--- src/rtl/rom_arbiter_if.sv ---
// Request/response bundle between the IFU/LSU requesters, the ROM arbiter and the
// instruction ROM.
interface rom_arbiter_if #(
  parameter int unsigned XLEN = 32
);
  logic            if_req;
  logic [XLEN-1:0] if_addr;
  logic            if_gnt;
  logic            if_valid;
  logic [XLEN-1:0] if_data;
  logic            ls_req;
  logic [XLEN-1:0] ls_addr;
  logic            ls_gnt;
  logic            ls_valid;
  logic [XLEN-1:0] ls_data;
  logic            flush;
  logic [XLEN-1:0] rom_addr;
  logic [XLEN-1:0] rom_data;

  modport master (
    output if_req, if_addr, ls_req, ls_addr, flush, rom_data,
    input  if_gnt, if_valid, if_data, ls_gnt, ls_valid, ls_data, rom_addr
  );

  modport slave (
    input  if_req, if_addr, ls_req, ls_addr, flush, rom_data,
    output if_gnt, if_valid, if_data, ls_gnt, ls_valid, ls_data, rom_addr
  );
endinterface

--- src/rtl/rom_arbiter.sv ---
// Shares the registered-read instruction ROM between IFU fetch and LSU loads:
// LSU-first priority with an IFU starvation guard and fetch flush.
module rom_arbiter #(
  parameter int unsigned XLEN         = 32,
  parameter int unsigned STARVE_LIMIT = 4,
  parameter int unsigned CNT_W        = 3
) (
  input logic         clk,
  input logic         rst,
  rom_arbiter_if.slave bus
);

  typedef enum logic {PRIO_LS, PRIO_IF} prio_e;
  typedef enum logic [1:0] {TAG_NONE, TAG_IF, TAG_LS} tag_e;

  prio_e            state, state_nxt;
  tag_e             tag, tag_nxt;
  logic [CNT_W-1:0] starve_cnt, cnt_nxt;
  logic             win_if, win_ls;

  always_ff @(posedge clk) begin
    if (rst) begin
      state      <= PRIO_LS;
      starve_cnt <= '0;
      tag        <= TAG_NONE;
    end else begin
      state      <= state_nxt;
      starve_cnt <= cnt_nxt;
      tag        <= tag_nxt;
    end
  end

  // Promotion looks at the next count so IFU wins on the cycle right after its
  // STARVE_LIMIT-th denial.
  always_comb begin
    cnt_nxt   = starve_cnt;
    state_nxt = state;
    tag_nxt   = TAG_NONE;
    if (!bus.if_req || win_if || bus.flush)
      cnt_nxt = '0;
    else if (starve_cnt != CNT_W'(STARVE_LIMIT))
      cnt_nxt = starve_cnt + CNT_W'(1);
    case (state)
      PRIO_LS: if (cnt_nxt == CNT_W'(STARVE_LIMIT)) state_nxt = PRIO_IF;
      PRIO_IF: if (win_if || !bus.if_req || bus.flush) state_nxt = PRIO_LS;
      default: state_nxt = PRIO_LS;
    endcase
    if (win_if)
      tag_nxt = TAG_IF;
    else if (win_ls)
      tag_nxt = TAG_LS;
  end

  always_comb begin
    win_if       = !rst && bus.if_req && !bus.flush && (!bus.ls_req || state == PRIO_IF);
    win_ls       = !rst && bus.ls_req && !win_if;
    bus.if_gnt   = win_if;
    bus.ls_gnt   = win_ls;
    bus.rom_addr = '0;
    if (win_if)
      bus.rom_addr = bus.if_addr;
    else if (win_ls)
      bus.rom_addr = bus.ls_addr;
    bus.if_valid = !rst && tag == TAG_IF && !bus.flush;
    bus.ls_valid = !rst && tag == TAG_LS;
    bus.if_data  = bus.if_valid ? bus.rom_data : '0;
    bus.ls_data  = bus.ls_valid ? bus.rom_data : '0;
  end

endmodule

--- src/flat_wrapper.sv ---
// flat-port wrapper written by rule: the top's interface ports become plain ports
module rom_arbiter_flat 
#(
  parameter int unsigned XLEN         = 32,
  parameter int unsigned STARVE_LIMIT = 4,
  parameter int unsigned CNT_W        = 3
)
  (clk, rst, bus_if_req, bus_if_addr, bus_ls_req, bus_ls_addr, bus_flush, bus_rom_data, bus_if_gnt, bus_if_valid, bus_if_data, bus_ls_gnt, bus_ls_valid, bus_ls_data, bus_rom_addr);
  rom_arbiter_if #(.XLEN(XLEN)) bus_i ();
  input logic clk;
  input logic rst;
  input wire logic [$bits(bus_i.if_req)-1:0] bus_if_req;
  input wire logic [$bits(bus_i.if_addr)-1:0] bus_if_addr;
  input wire logic [$bits(bus_i.ls_req)-1:0] bus_ls_req;
  input wire logic [$bits(bus_i.ls_addr)-1:0] bus_ls_addr;
  input wire logic [$bits(bus_i.flush)-1:0] bus_flush;
  input wire logic [$bits(bus_i.rom_data)-1:0] bus_rom_data;
  output wire logic [$bits(bus_i.if_gnt)-1:0] bus_if_gnt;
  output wire logic [$bits(bus_i.if_valid)-1:0] bus_if_valid;
  output wire logic [$bits(bus_i.if_data)-1:0] bus_if_data;
  output wire logic [$bits(bus_i.ls_gnt)-1:0] bus_ls_gnt;
  output wire logic [$bits(bus_i.ls_valid)-1:0] bus_ls_valid;
  output wire logic [$bits(bus_i.ls_data)-1:0] bus_ls_data;
  output wire logic [$bits(bus_i.rom_addr)-1:0] bus_rom_addr;
  assign bus_i.if_req = bus_if_req;
  assign bus_i.if_addr = bus_if_addr;
  assign bus_i.ls_req = bus_ls_req;
  assign bus_i.ls_addr = bus_ls_addr;
  assign bus_i.flush = bus_flush;
  assign bus_i.rom_data = bus_rom_data;
  assign bus_if_gnt = bus_i.if_gnt;
  assign bus_if_valid = bus_i.if_valid;
  assign bus_if_data = bus_i.if_data;
  assign bus_ls_gnt = bus_i.ls_gnt;
  assign bus_ls_valid = bus_i.ls_valid;
  assign bus_ls_data = bus_i.ls_data;
  assign bus_rom_addr = bus_i.rom_addr;
  rom_arbiter #(.XLEN(XLEN), .STARVE_LIMIT(STARVE_LIMIT), .CNT_W(CNT_W)) u_core (.clk(clk), .rst(rst), .bus(bus_i));
endmodule
--- config.mk ---
export PLATFORM = sky130hd
export DESIGN_NAME = rom_arbiter_flat
export DESIGN_NICKNAME = d
export VERILOG_FILES = /design/src/rtl/rom_arbiter_if.sv /design/src/rtl/rom_arbiter.sv /design/src/flat_wrapper.sv
export SDC_FILE = /design/constraint.sdc
export NUM_CORES = 1
export LEC_CHECK = 0
export CAP_MARGIN = 20
export CELL_PAD_IN_SITES_DETAIL_PLACEMENT = 0
export CELL_PAD_IN_SITES_GLOBAL_PLACEMENT = 1
export CORE_ASPECT_RATIO = 0.6
export CORE_UTILIZATION = 12
export DETAILED_ROUTE_END_ITERATION = 10
export GPL_ROUTABILITY_DRIVEN = 0
export PLACE_DENSITY = 0.85
export SYNTH_ARGS = -nofsm -noshare
export SYNTH_HDL_FRONTEND = slang
export SYNTH_SLANG_ARGS = --single-unit
--- constraint.sdc ---
create_clock -name clk -period 2.91 [get_ports clk]
set_input_delay 0.7275 -clock clk [delete_from_list [all_inputs] [get_ports clk]]
set_output_delay 0.7275 -clock clk [all_outputs]
set_load 0.05 [all_outputs]
After elaboration in Yosys (flattened, before gate mapping)
Cells that the tools add are included.

Bits in latches: 0. Logic and storage cells: 38. Input bits: 101. Memory bits (read-only): 0. Bits in writable memories: 0. Register bits after elaboration: 6. Memories: 0.

Reductions and logical operators: 17. Add/sub/neg operators: 1. Shifts and indexed selects: 0. Equality and inequality tests: 4. Div/mod/pow operators: 0. Muxes and demuxes: 11. Multipliers: 0. Bitwise operators: 1. $lt $le $gt $ge: 0.

Operators with widths (number): two-way mux 32 bit (4); logical AND 1 bit (8); two-way mux 3 bit (2); zero test 1 bit (5); adder 3 x 1 -> 3 bit (second input constant) (1); == test 3 bit (second input constant) (1); logical OR 1 bit (3); two-way mux 1 bit (3); inequality test 3 bit (second input constant) (1); == test 2 x 1 -> 1 bit (second input constant) (1); == test 2 bit (second input constant) (1); two-way mux 2 bit (1); one-hot mux 1 bit (2 select lines) (1); OR reduction 2 bit (1); inverter 1 bit (1).

Longest topological paths before layout
Gate-level depths: netlist (run 1).

Word-level depth: 10. Mapped depth: 5. Mapped depth without buffers: 5.

Worst setup path before layout (run 1)
No wires, ideal clock.

Path kind: input to output. From: in rst. To: out bus_if_data[22]. Setup slack: -65 ps. Arrival time: 2247 ps. Cell stages on the path: 3. Cells stage by stage: nor4b_2 clkbuf_1 and2_1.

Cells in the longest elaborated chain, start to end: 4.

Ends and longest elaborated chain: start, declared (line flat_wrapper.sv:11) `input logic rst;`; zero test 1 bit (line rom_arbiter.sv:64) `bus.if_valid = !rst && tag == TAG_IF && !bus.flush;`; logical AND 1 bit (2 in a row) (line rom_arbiter.sv:64); via bus_if_valid (line flat_wrapper.sv:19) `output wire logic [$bits(bus_i.if_valid)-1:0] bus_if_valid;`; two-way mux 32 bit (line rom_arbiter.sv:66) `bus.if_data = bus.if_valid ? bus.rom_data : '0;`; end, declared (line flat_wrapper.sv:20) `output wire logic [$bits(bus_i.if_data)-1:0] bus_if_data;`.

The timed path passes the listed nets, and every way through them passes these cells.

Worst setup path in the final report (run 1)
From: in rst. To: out bus_rom_addr[10].

Cells in the longest elaborated chain, start to end: 8.

Ends and longest elaborated chain: zero test 1 bit (*) (line rom_arbiter.sv:55, rom_arbiter.sv:56); logical AND 1 bit (3 in a row) (line rom_arbiter.sv:55) `win_if = !rst && bus.if_req && !bus.flush && (!bus.ls_req || state == PRIO_IF);`; zero test 1 bit (line rom_arbiter.sv:56) `win_ls = !rst && bus.ls_req && !win_if;`; logical AND 1 bit (line rom_arbiter.sv:56); two-way mux 32 bit (line rom_arbiter.sv:62) `else if (win_ls)`; two-way mux 32 bit (*) (line rom_arbiter.sv:60) `if (win_if)`; end, declared (line flat_wrapper.sv:24) `output wire logic [$bits(bus_i.rom_addr)-1:0] bus_rom_addr;`.

Mark *: on every way between the ends. The rest lies on a longest branch, timed or not.

==> results of run 1 <==
[state kept, by name (all words and copies together), names as in the netlist]
register           flops
u_core.starve_cnt      3
u_core.state           1
u_core.tag             2
[power by group]
| group | internal, mW | switching [mW] |
|---|---|---|
| Clock | 0.177 | 0.0498 |
| Sequential | 0.0844 | 0.00154 |
| Combinational | 0.316 | 0.243 |
[per-stage QoR]
step                setup WS [ps]  cell area [um^2]  power [mW]
CTS                          45.3              4530       0.879
global placement            -51.4              4300       0.618
detailed placement           -115              4300       0.626
finish                       62.5              4540       0.871
global route                0.835              4540       0.908
floorplan                     173              1060       0.281
[Yosys cell counts (all sizes together) (2+ instances only)]
master / instances / area share
and2: 64 / 0.38
a22o: 32 / 0.27
buf: 7 / 0.033
clkbuf: 6 / 0.021
dfxtp: 6 / 0.11
nor2: 5 / 0.018
inv: 4 / 0.014
a311oi: 2 / 0.023
and3b: 2 / 0.017
ha: 2 / 0.024
nor2b: 2 / 0.012
nor4b: 2 / 0.023
[kinds of logic after synthesis]
family | Yosys count | share of synthesized area
AND/OR/NAND/NOR | 79 | 0.471
AO/OA/AOI/OAI | 37 | 0.305
buffers and inverters | 17 | 0.0688
flip-flops | 6 | 0.114
adder cells (fa/ha/maj) | 2 | 0.0237
XOR/XNOR | 1 | 0.00831
multiplexers | 1 | 0.00949
[area by class of cell]
class                      instances  share of cell area
inverter                           4             0.00331
multi-input combinational        120               0.209
tap                              112              0.0309
sequential                         6              0.0265
clock buffer                       3              0.0165
timing repair buffer             216               0.713
[how the worst min path moves through the flow]
stage | from | slack (ps) | end
finish | u_core.starve_cnt[0] | 570 | u_core.state
global route | u_core.starve_cnt[0] | 610 | u_core.starve_cnt[0]
CTS | u_core.starve_cnt[0] | 570 | u_core.starve_cnt[0]
detailed placement | u_core.starve_cnt[1] | 560 | u_core.starve_cnt[1]
global placement | u_core.starve_cnt[1] | 540 | u_core.starve_cnt[1]
floorplan | u_core.state | 470 | u_core.tag[1]
[metal layers]
layer / routed length (um) / part of all wire
met1: 3040 / 0.43
met5: 0 / 0
met3: 469 / 0.066
met4: 36 / 0.0051
met2: 3550 / 0.50
[critical path: stages]
cell           delay, ps
dlygate4sd2_1        300
buf_4                170
a311oi_4             260
buf_4                160
buf_12               150
a22o_1               190
buf_12               150
[repair_timing]
action	4_1_cts	5_1_grt
gates cloned	3	0
hold buffers	0	0
pin swaps	8	0
buffers inserted	2	0
gates resized for setup	13	2
setup endpoints to repair	97	12
endpoints found under the hold margin	0	0
==> impl_metrics.ini, run 1 <==
[detailed_routing]
wirelength_um = 7090
dr.pass1.iters = 4
routed_via_density = 4.02
dr_total_vias = 1852
wire_per_inst_um = 15.4
remaining_drc_errors = 0
drt_iter0_drc = 56
antenna_left = 0

[placement]
io_buffers = 200
place_inst = 453
hpwl_um = 5800

[sta]
setup-violations-final = 0
fmax_mhz = 351
fin_tns_setup_ps = 0
slew_headroom = 0.796
rsz0062_at_grt = no
fin_worst_skew_ps = 0.422
hold_slack_ps = 569
period_share = 0.979
tightest_slew_ps = 305
slew_violations = 0
fin_crit_ps = 2850
hold_viol = 0

[yosys]
syn_avg_cell_area_um2 = 7.38
seq_area_frac_synth = 0.114
ys_ff_latch = 6
netlist_area_um2 = 1050
synth_flop_cell = dfxtp_1
async_reset_ff_frac = 0
synth_cell_types = 24
syn_nets = 246
syn-instance-count = 143
synth_edf_count = 0
yosys_warnings = 0

[global_routing]
overflow = 0
use_met1 = 0.192
met2_usage = 0.238
first_global_vias = 1811
grt_start_max_net_pins = 34
antenna_found_initial = 0
grt_first_pass_wirelength_um = 9980
grt.total_usage = 0.144
grt.met3_usage = 0.0356
busiest_layer = met2

[clock_tree]
cts.sinks = 6
cts_tree = built
cts_made_buffers = 3
clk_latency_ps = 230
cts.htree.levels = 1
cts_root_buf = clkbuf_16
clockBufferDepth = 2
clk_pin_slew_worst_paths_ps = 30

[final_layout]
final_util = 0.533
final_common_cell = buf_12
drive_gt1_frac = 0.378
num_antenna_cells = 0
multi_input_area_um2 = 951
final_cell_mix = buf_12, clkdlybuf4s50_1, and2_1, a22o_1, buf_4
syn_to_final_growth_pct = 330
nets = 454
n_fill_cell = 708
layoutNonFillerInstCount = 461
seqCellArea_um2 = 120

[setup_path]
regToRegEndpoint = u_core.state
r2r_slack_ps = 1490
cp-start-kind = input port
cp_max_fo = 17
crit_path_end = bus_rom_addr[10]
worstSetupPathType = in2out
critPathCaptureType = output port
startpoint = rst
timing.rr.start = u_core.starve_cnt[0]
crit_arrival_ps = 2120
required_ps = 2180
reg2regPathDepth = 5

[floorplan]
die_x_um = 123
std_cell_rows = 26
core_area_um2 = 8520
pin_count = 201
fp.dieArea_um2 = 9180
die_y_um = 74.6
start_util = 0.124

[flow_run]
cap_viol_max_count = 0

[power]
irDropWorstVdd_mv = 0.171
leakage_nw = 1.87
power.density_nw_per_um2 = 192

[worst_hold_path]
min_path_type = reg2reg
min_path_cells = 2

[outcome]
status = complete, no violations
(Power assumes the default switching activity.)
==> run 2, diff against run 1 <==
--- a/constraint.sdc
+++ b/constraint.sdc
@@ -3,2 +3,2 @@
 set_output_delay 0.7275 -clock clk [all_outputs]
-set_load 0.05 [all_outputs]
+set_load 0.1 [all_outputs]
==> impl_metrics.ini, run 2 (same netlist as run 1, synthesis figures left out) <==
[final_layout]
regMostFlops = u_core.starve_cnt
drive_gt1_frac = 0.546
reg_top3 = u_core.starve_cnt x3, u_core.tag x2, u_core.state x1
final_util = 0.565
n_fill_cell = 724
nets = 464
largest_register_ffs = 3
final_common_cell = buf_12
final_cell_mix = buf_12, clkdlybuf4s50_1, and2_4, and2_1, and2_2
final_area_um2 = 4820
syn_to_final_growth_pct = 357

[clock_tree]
cts.htree.levels = 1
cts_made_buffers = 3
cts.sinks = 6
clockBufferDepth = 2
cts_root_buf = clkbuf_16
clk_latency_ps = 230
cts_tree = built
clk_pin_slew_worst_paths_ps = 30
hold_buffers = 0

[global_routing]
overflow = 0
first_global_vias = 1949
grt.total_usage = 0.146
grt_start_max_net_pins = 34
grt_first_pass_wirelength_um = 10200
antenna_found_initial = 1

[floorplan]
fp.dieArea_um2 = 9180
std_cell_rows = 26
core_area_um2 = 8520
start_util = 0.124
pin_count = 201
die_y_um = 74.6
die_x_um = 123

[setup_path]
r2r_slack_ps = 1470
cp-start-kind = input port
reg2regPathDepth = 5
timing.rr.start = u_core.starve_cnt[0]
worstSetupPathType = in2out
crit_chain = clkdlybuf4s15_1 -> buf_6 -> nor4b_4 -> buf_4 -> clkbuf_16 -> and2_4 -> buf_12
crit_arrival_ps = 2080
critPathCaptureType = output port
slowest_delay_ps = 320
required_ps = 2180
regToRegEndpoint = u_core.state
crit_path_top_delay_cell = nor4b_4
cp_max_fo = 8

[sta]
slew_violations = 0
hold_slack_ps = 561
period_share = 0.965
hold_viol = 0
fin_crit_ps = 2810
fmax_mhz = 356
rsz0062_at_grt = no
slew_headroom = 0.804
tightest_slew_ps = 293
setup-violations-final = 0
fin_worst_skew_ps = 1.51

[power]
power.density_nw_per_um2 = 217
leakage_nw = 2.02
irDropWorstVdd_mv = 0.151

[detailed_routing]
wire_per_inst_um = 15.0
wirelength_um = 7080
dr_total_vias = 1911
routed_via_density = 4.05
remaining_drc_errors = 0
dr.pass1.iters = 4
drt_iter0_drc = 42
antenna_left = 0

[worst_hold_path]
min_from = u_core.state
min_to = u_core.tag[1]
min_path_cells = 1
min_path_type = reg2reg

[placement]
place_area_um2 = 4360
hpwl_um = 5680
io_buffers = 200

[flow_run]
cap_viol_max_count = 0

[outcome]
status = complete, no violations
run 2: layer usage:
layer	vias to the layer above	GRT usage	share of wire
li1	943	-	-
met5	-	0	0
met2	85	0.271	0.52
met1	881	0.172	0.39
met3	2	0.0462	0.085
met4	0	0.0134	0.0045
run 2: what timing repair did:
action,in CTS,in global routing
setup endpoints to repair,96,20
buffers inserted,5,0
resized for setup,45,1
gates cloned,5,1
hold endpoints to repair,0,0
pin swaps,3,1
run 2: area by class of cell:
type	count	area (um^2)	area share
diodes	1	2.50	0.000520
clock buffers	3	75.1	0.0156
inverters	4	15.0	0.00312
multi-input cells	120	1080	0.225
flip-flops and latches	6	120	0.0249
well taps	112	140	0.0291
repair buffers	226	3380	0.702
run 2: critical path: cells and delay by family:
family                 cells  cell delay [ps]
and+or+nand+nor            2              470
buffers and inverters      5              860
run 2: where the power goes:
| part | leakage [nW] | internal (mW) | switching (mW) |
|---|---|---|---|
| combinational | 1.94 | 0.337 | 0.398 |
| sequential | 0.0488 | 0.0844 | 0.00149 |
| clock | 0.0370 | 0.176 | 0.0455 |
| total | 2.02 | 0.598 | 0.445 |
run 2: metrics by stage:
step	std cells	setup TNS [ps]	total power [mW]	setup WS, ps
6_report	472	0	1.04	102
5_1_grt	472	0	1.08	14.0
4_1_cts	470	0	1.05	48.4
3_5_place_dp	457	-6730	0.783	-110
3_3_place_gp	457	-4530	0.774	-82.5
2_1_floorplan	143	-637	0.433	-70.8
run 2: how the worst max path moves through the flow:
stage	startpoint	endpoint	slack (ps)	cells past startpoint
2_1_floorplan	bus_ls_req	bus_rom_addr[22]	-70	5
3_3_place_gp	rst	bus_if_data[20]	-80	6
3_5_place_dp	bus_flush	bus_rom_addr[1]	-110	6
4_1_cts	bus_flush	bus_if_data[24]	50	6
5_1_grt	rst	bus_if_data[17]	10	7
6_report	rst	bus_if_data[2]	100	7
==> run 3, diff against run 2 <==
CAP_MARGIN = unset   (was 20)
==> results of run 3 <==
No change in the layout: final DEF, timing and power equal those of run 2.
